<file path="config.mk">
export PLATFORM = sky130hd
export DESIGN_NAME = rsa_cmd_master
export DESIGN_NICKNAME = d
export VERILOG_FILES = /design/src/rtl/rsa_pkg.sv /design/src/rtl/rsa_stream_cnt.sv /design/src/rtl/rsa_cmd_master.sv
export SDC_FILE = /design/constraint.sdc
export NUM_CORES = 1
export LEC_CHECK = 0
export ABC_AREA = 0
export ABC_CLOCK_PERIOD_IN_PS = 9140
export CORE_AREA = 2 2 145 147
export DETAILED_ROUTE_END_ITERATION = 10
export DIE_AREA = 0 0 147 149
export PLACE_DENSITY = 0.75
export SLEW_MARGIN = 20
export SYNTH_ARGS = -nofsm -noshare
export SYNTH_HDL_FRONTEND = slang
export SYNTH_SLANG_ARGS = --single-unit
</file>
<file path="constraint.sdc">
create_clock -name clk -period 9.14 [get_ports clk]
set_input_delay 1.828 -clock clk [delete_from_list [all_inputs] [get_ports clk]]
set_output_delay 1.828 -clock clk [all_outputs]
set_load 0.05 [all_outputs]
</file>
<file path="src/rtl/rsa_pkg.sv">
// Shared definitions for the RSA command master: FSM state encoding,
// argument word slots and job-mode constants.
package rsa_pkg;

    typedef enum logic [2:0] {
        IDLE     = 3'd0,
        ARGS     = 3'd1,
        WAIT_RDY = 3'd2,
        STREAM   = 3'd3,
        DRAIN    = 3'd4,
        DONE     = 3'd5
    } state_t;

    // Order of the argument words sent to the array controller
    localparam logic [1:0] ARG_M    = 2'd0;
    localparam logic [1:0] ARG_N    = 2'd1;
    localparam logic [1:0] ARG_K    = 2'd2;
    localparam logic [1:0] ARG_MODE = 2'd3;

    // Job modes: MODE_0 when m < X, MODE_1 when m >= X
    localparam logic [1:0] MODE_0 = 2'd0;
    localparam logic [1:0] MODE_1 = 2'd1;

endpackage

</file>
<file path="src/rtl/rsa_stream_cnt.sv">
// Loadable up-counter driving one operand stream. A load starts a run of
// i_len consecutive cycles with o_val high and o_addr counting 0..i_len-1;
// o_last flags the final beat so the owner can plan its next state.
module rsa_stream_cnt #(
    parameter int W = 16
) (
    input  logic         clk,
    input  logic         sys_rst,
    input  logic         i_load,
    input  logic [W-1:0] i_len,
    output logic         o_val,
    output logic [W-1:0] o_addr,
    output logic         o_last
);

    logic         r_act;
    logic [W-1:0] r_cnt;
    logic [W-1:0] r_last_idx;

    // run control: load arms the run, the last beat disarms it
    always_ff @(posedge clk) begin
        if (sys_rst) begin
            r_act      <= 1'b0;
            r_cnt      <= '0;
            r_last_idx <= '0;
        end else if (i_load) begin
            r_act      <= (i_len != '0);
            r_cnt      <= '0;
            r_last_idx <= i_len - W'(1);
        end else if (r_act) begin
            if (r_cnt == r_last_idx) begin
                r_act <= 1'b0;
                r_cnt <= '0;
            end else begin
                r_cnt <= r_cnt + W'(1);
            end
        end
    end

    assign o_val  = r_act;
    assign o_addr = r_act ? r_cnt : '0;
    assign o_last = r_act && (r_cnt == r_last_idx);

endmodule

</file>
<file path="src/rtl/rsa_cmd_master.sv">
// Job sequencer for the systolic array: sends the m/n/k/mode argument
// words, streams X and Y operand addresses, then drains result beats.
// Optional drain timeout is enabled by defining RSA_CMD_TIMEOUT_EN.
module rsa_cmd_master
    import rsa_pkg::*;
#(
    parameter int X      = 3,
    parameter int Y      = 3,
    parameter int IN_LEN = 8,
    parameter int TO_CYC = 255
) (
    input  logic                  clk,
    input  logic                  sys_rst,
    input  logic                  start,
    output logic                  busy,
    output logic                  done,
    input  logic [IN_LEN-1:0]     cmd_m,
    input  logic [IN_LEN-1:0]     cmd_n,
    input  logic [IN_LEN-1:0]     cmd_k,
    input  logic [1:0]            cmd_mode,
    output logic                  init_val,
    output logic [IN_LEN-1:0]     init_data,
    input  logic                  init_rdy,
    output logic                  Xin_val,
    output logic                  Yin_val,
    input  logic                  Xin_rdy,
    input  logic                  Yin_rdy,
    output logic [2*IN_LEN-1:0]   x_rd_addr,
    output logic [2*IN_LEN-1:0]   y_rd_addr,
    input  logic                  out_val,
    output logic                  out_rdy,
    output logic [2*IN_LEN-1:0]   res_cnt,
    output logic                  err
);

    localparam int AW = 2*IN_LEN;

    state_t            r_state, w_state_nxt;
    logic [IN_LEN-1:0] r_m, r_n, r_k;
    logic [1:0]        r_mode;
    logic [AW-1:0]     r_mn, r_nk;
    logic [1:0]        r_arg_idx;
    logic [AW-1:0]     r_res_cnt;
    logic              r_oval_d;
    logic              r_err;

    logic w_dims_ok, w_accept, w_zero_err, w_load, w_fall, w_timeout;
    logic w_x_last, w_y_last;

    assign w_dims_ok  = (cmd_m != '0) && (cmd_n != '0) && (cmd_k != '0);
    assign w_accept   = (r_state == IDLE) && start && init_rdy && w_dims_ok;
    assign w_zero_err = (r_state == IDLE) && start && init_rdy && !w_dims_ok;
    assign w_load     = (r_state == WAIT_RDY) && Xin_rdy && Yin_rdy;
    // falling edge of out_val inside DRAIN; r_oval_d only records DRAIN beats
    assign w_fall     = (r_state == DRAIN) && r_oval_d && !out_val;

`ifdef RSA_CMD_TIMEOUT_EN
    localparam int TW = $clog2(TO_CYC + 1);
    logic [TW-1:0] r_to_cnt;

    // count DRAIN cycles without a beat; any beat restarts the count
    always_ff @(posedge clk) begin
        if (sys_rst)
            r_to_cnt <= '0;
        else if (r_state != DRAIN || out_val)
            r_to_cnt <= '0;
        else
            r_to_cnt <= r_to_cnt + TW'(1);
    end

    assign w_timeout = (r_state == DRAIN) && !out_val && (r_to_cnt == TW'(TO_CYC - 1));
`else
    assign w_timeout = 1'b0;
`endif

    // latch the job fields and stream lengths on an accepted start
    always_ff @(posedge clk) begin
        if (sys_rst) begin
            r_m    <= '0;
            r_n    <= '0;
            r_k    <= '0;
            r_mode <= '0;
            r_mn   <= '0;
            r_nk   <= '0;
        end else if (w_accept) begin
            r_m    <= cmd_m;
            r_n    <= cmd_n;
            r_k    <= cmd_k;
            r_mode <= cmd_mode;
            r_mn   <= AW'(cmd_m) * AW'(cmd_n);
            r_nk   <= AW'(cmd_n) * AW'(cmd_k);
        end
    end

    // argument word index, one word per ARGS cycle
    always_ff @(posedge clk) begin
        if (sys_rst || w_accept)
            r_arg_idx <= '0;
        else if (r_state == ARGS)
            r_arg_idx <= r_arg_idx + 2'd1;
    end

    // result beat counter, cleared only by a new job
    always_ff @(posedge clk) begin
        if (sys_rst || w_accept)
            r_res_cnt <= '0;
        else if (r_state == DRAIN && out_val)
            r_res_cnt <= r_res_cnt + AW'(1);
    end

    // previous-cycle DRAIN beat, for falling-edge detection
    always_ff @(posedge clk) begin
        if (sys_rst)
            r_oval_d <= 1'b0;
        else
            r_oval_d <= (r_state == DRAIN) && out_val;
    end

    // sticky error: bad dimensions, lost init_rdy during ARGS, drain timeout
    always_ff @(posedge clk) begin
        if (sys_rst)
            r_err <= 1'b0;
        else if (w_zero_err || (r_state == ARGS && !init_rdy) || w_timeout)
            r_err <= 1'b1;
    end

    // FSM state register
    always_ff @(posedge clk) begin
        if (sys_rst)
            r_state <= IDLE;
        else
            r_state <= w_state_nxt;
    end

    // FSM next state and state-decoded outputs
    always_comb begin
        w_state_nxt = r_state;
        busy        = 1'b1;
        done        = 1'b0;
        out_rdy     = 1'b0;
        init_val    = 1'b0;
        init_data   = '0;
        case (r_state)
            IDLE: begin
                busy = 1'b0;
                if (w_accept) w_state_nxt = ARGS;
            end
            ARGS: begin
                // all four words go out back to back; init_val never gaps
                init_val = 1'b1;
                case (r_arg_idx)
                    ARG_M:   init_data = r_m;
                    ARG_N:   init_data = r_n;
                    ARG_K:   init_data = r_k;
                    default: init_data = {{(IN_LEN-2){1'b0}}, r_mode};
                endcase
                if (r_arg_idx == ARG_MODE) w_state_nxt = WAIT_RDY;
            end
            WAIT_RDY: begin
                if (w_load) w_state_nxt = STREAM;
            end
            STREAM: begin
                // leave as soon as the longer stream is on its last beat
                if ((!Xin_val || w_x_last) && (!Yin_val || w_y_last))
                    w_state_nxt = DRAIN;
            end
            DRAIN: begin
                out_rdy = 1'b1;
                if (w_fall || w_timeout) w_state_nxt = DONE;
            end
            DONE: begin
                done        = 1'b1;
                w_state_nxt = IDLE;
            end
            default: w_state_nxt = IDLE;
        endcase
    end

    rsa_stream_cnt #(.W(AW)) u_x_cnt (
        .clk     (clk),
        .sys_rst (sys_rst),
        .i_load  (w_load),
        .i_len   (r_mn),
        .o_val   (Xin_val),
        .o_addr  (x_rd_addr),
        .o_last  (w_x_last)
    );

    rsa_stream_cnt #(.W(AW)) u_y_cnt (
        .clk     (clk),
        .sys_rst (sys_rst),
        .i_load  (w_load),
        .i_len   (r_nk),
        .o_val   (Yin_val),
        .o_addr  (y_rd_addr),
        .o_last  (w_y_last)
    );

    assign res_cnt = r_res_cnt;
    assign err     = r_err;

endmodule

</file>
==> summary.txt <==
Floorplan
  • I/O pins: 96
  • Chip width: 147 um
  • Die area: about 22000 um^2
  • # rows: 53
  • Effective utilization at floorplan: 0.534
  • Core area: 20600 um^2
  • Die Y: between 100 and 150 um

Power and ir drop
  • Internal: 1500 uW
  • Static leakage: around 0.0052 uW
  • Register share of total power: 0.309
  • Clk network pwr share: 0.286
  • Pwr Density: approximately 190 nW/um^2
  • Sw power: 857 uW
  • Net Sw Frac: 0.363
  • Worst vdd ir: 119 uV
  • Power share of the combinational group: 0.405

Critical path
  • CP max FO: 18
  • Most frequent CP cell: fa_1
  • Delay-heaviest family, CP: adder cells
  • Reg2reg end: res_cnt[9]
  • CP required: approximately 9.5 ns
  • Worst path cell trace: clkdlybuf4s50_1 -> and2_1 -> fa_1 -> fa_1 -> fa_1 -> inv_1 -> fa_1 -> inv_1 -> ha_1 -> a2111oi_0 -> o21ai_0 -> nand2_1 -> o21ai_0 -> nor4b_1 -> a311o_1
  • Crit. End Element: flop
  • Crit path DAT: 6.75 ns
  • CP startpoint: cmd_n[2]
  • CP Depth: 15
  • Slowest cell on the critical path: clkdlybuf4s50_1
  • Reg2Reg Depth: 6
  • Kind of critical path: primary input to flop
  • R2R Setup Slk: approximately 5.8 ns
  • RR Startpoint: r_state[2]
  • CP peak stage delay: roughly 0.72 ns
  • Crit path to: r_nk[14]
  • Crit start category: primary input
  • Buf/Inv on CP: 3

CTS
  • Clock slew at reported path FFs: 0.06 ns
  • Buffer depth of the longest clock path: 2
  • Worst skew pair latency: between 0.4 and 0.5 ns
  • CTS Buf Count: 17
  • Number of post-CTS setup repair buffers: 0
  • Root Buffer: clkbuf_16
  • Cts repair resizes: 0
  • Clock sink count: 147
  • H-Tree Depth: 4
  • Post-CTS Hold Fix Bufs: 0
  • CTS tree: built

Timing
  • Slew headroom: 0.328
  • Layout Skew: 0.00754 ns
  • RSZ-0062 raised after global routing: false
  • Minimum clock period: 6.39 ns
  • Worst Tran Pin Value: 1.00 ns
  • Hold Vio Cnt, Final: 0
  • Final setup TNS: 0 ns
  • Max Slew Vio Count: 0
  • Period utilisation layout: 0.699
  • Peak Freq: 156 MHz
  • Final setup violation count: 0
  • Hold WS: 0.457 ns
  • Setup WS post-layout: 2.75 ns

Finish
  • Final net count: about 1600
  • Filler cells: between 1500 and 2000
  • Layout area overhead: 14.9%
  • Reg area: 2940 um^2
  • Antenna cells: 0
  • Multi-input logic area: approximately 7400 um^2
  • Post-route cell area: 12600 um^2
  • Share of layout cells above drive strength 1: 0.0385

GRT
  • GRT Total Usage: 0.230
  • Number of global-route vias before repair: 8452
  • Antenna violations before repair: 0
  • Grt total ovfl: 0
  • First-pass GRT wire length: 41300 um
  • Largest net degree at the start of global routing: 92

Synthesis
  • Synth Register Bits: ~150
  • Mapped Cells: 1311
  • Avg Cell Area, Syn: 8.38 um^2
  • Synth cell types: 59
  • Main synth FF type: dfxtp_1
  • Register area share after synthesis: 0.268
  • Post-Syn Nets: 1497
  • Syn Std Cell Area: 11000 um^2
  • Yosys warns: 0
  • Post-synth EDFFs: 0
  • Fraction of registers with async set or reset after synthesis: 0

Drt
  • Routed Antenna Nets: 0
  • Routed wire length: 24300 um
  • Vias/cell: about 5.3
  • DR vias: between 8000 and 9000
  • First-pass detailed-route iteration total: 6
  • Routed WL per cell: between 10 and 15 um
  • DRC violation count after routing: 0
  • Iteration-0 DRC Markers: 528

Placed design
  • Placed Area: 12000 um^2
  • # port buffers: 95
  • Routability cong.: 0.885
  • DP HPWL: 18100 um
  • Setup WS pre-CTS: 2.31 ns

Run
  • Max cap viols: 0

Min path
  • Type of the most critical hold path: flop to flop

Outcome
  • Outcome: finished clean
## cells in the final DEF (no fill, tap or decap), types with 13 or more instances in the layout
cell type / instances
nand4_1: 17
dfxtp_1: 147
xnor2_1: 66
and3_1: 16
nand3_1: 29
and2_1: 136
nand2_1: 146
nor2_1: 125
ha_1: 81
nor4_1: 13
a21oi_1: 65
inv_1: 108
fa_1: 72
clkdlybuf4s50_1: 94
xor2_1: 40
o21ai_0: 26
a211oi_1: 34
clkbuf_16: 17
## sequential cells by signal, summed over array words and instances (netlist names), 2 cells and up
name,flops
r_mn,16
r_nk,16
res_cnt,16
u_x_cnt.r_cnt,16
u_x_cnt.r_last_idx,16
u_y_cnt.r_cnt,16
u_y_cnt.r_last_idx,16
r_k,8
r_m,8
r_n,8
r_state,3
r_arg_idx,2
r_mode,2
## Yosys cell counts, drive strengths merged, types with 7 or more instances
master  instances  area share
dfxtp         147        0.27
nand2         146       0.050
and2          136       0.077
nor2          125       0.043
inv           108       0.037
ha             81       0.092
fa             72        0.13
a21oi          68       0.032
xnor2          66       0.053
clkbuf         47       0.016
xor2           40       0.032
a211oi         34       0.023
nand3          29       0.013
o21ai          26       0.012
buf            18      0.0085
nand4          17      0.0097
and3           16      0.0091
nor4           14      0.0093
nor3           13      0.0068
or3            12      0.0068
a21o            9      0.0061
a222oi          8      0.0073
nor2b           7      0.0040
## cell families (layout without fill, tap and decap cells)
family | count (synthesis) | after routing | synth area share
xor+xnor | 106 | 106 | 0.0845
mux | 3 | 3 | 0.00273
buf+inv | 174 | 240 | 0.0618
fa+ha+maj | 153 | 153 | 0.223
simple gates | 537 | 537 | 0.245
compound gates | 191 | 191 | 0.115
flops | 147 | 147 | 0.268
## how the worst min path moves through the flow
| stage | start | end | slack [ns] | depth (start not counted) |
|---|---|---|---|---|
| floorplan | r_m[0] | r_m[0] | 0.44 | 2 |
| global placement | r_mode[0] | r_mode[0] | 0.44 | 2 |
| detailed placement | r_mode[0] | r_mode[0] | 0.45 | 2 |
| CTS | r_mode[0] | r_mode[0] | 0.46 | 2 |
| global route | r_n[6] | r_n[6] | 0.47 | 2 |
| finish | r_n[6] | r_n[6] | 0.46 | 2 |
## cell type report
type,count,area share
flip-flops and latches,147,0.233
clock buffers,20,0.0354
well taps,275,0.0273
repair buffers,99,0.0773
inverters,109,0.0324
clock inverters,12,0.0105
multi-input cells,990,0.584
## layer usage
| layer | track usage | vias up | wire, um |
|---|---|---|---|
| met4 | 0.0851 | 0 | 552 |
| met5 | 0 | - | 0 |
| met1 | 0.327 | 4111 | 11700 |
| li1 | - | 4465 | - |
| met3 | 0.0330 | 40 | 988 |
| met2 | 0.359 | 196 | 11100 |
## power by group through the flow
stage	clock network (uW)	registers [uW]	logic, uW
3_3_place_gp	0	739	921
5_1_grt	715	736	1080
6_report	675	729	955
3_5_place_dp	0	742	943
2_1_floorplan	0	730	753
4_1_cts	686	728	954
## tightest hold or removal path, delay by kind of cell, from the launching register on
kind               cells  cell delay, ns
AOI/OAI and AO/OA      1            0.05
and+or+nand+nor        1            0.05
DFF                    1            0.31
## through the flow
stage                     utilization  total power (uW)  cells
after floorplan                     -              1480   1311
after global placement          0.586              1660   1620
after detailed placement        0.586              1690   1620
after CTS                       0.614              2370   1652
after global routing            0.614              2530   1652
final                           0.614              2360   1652
Note: power is estimated with default switching activity, not from simulation.
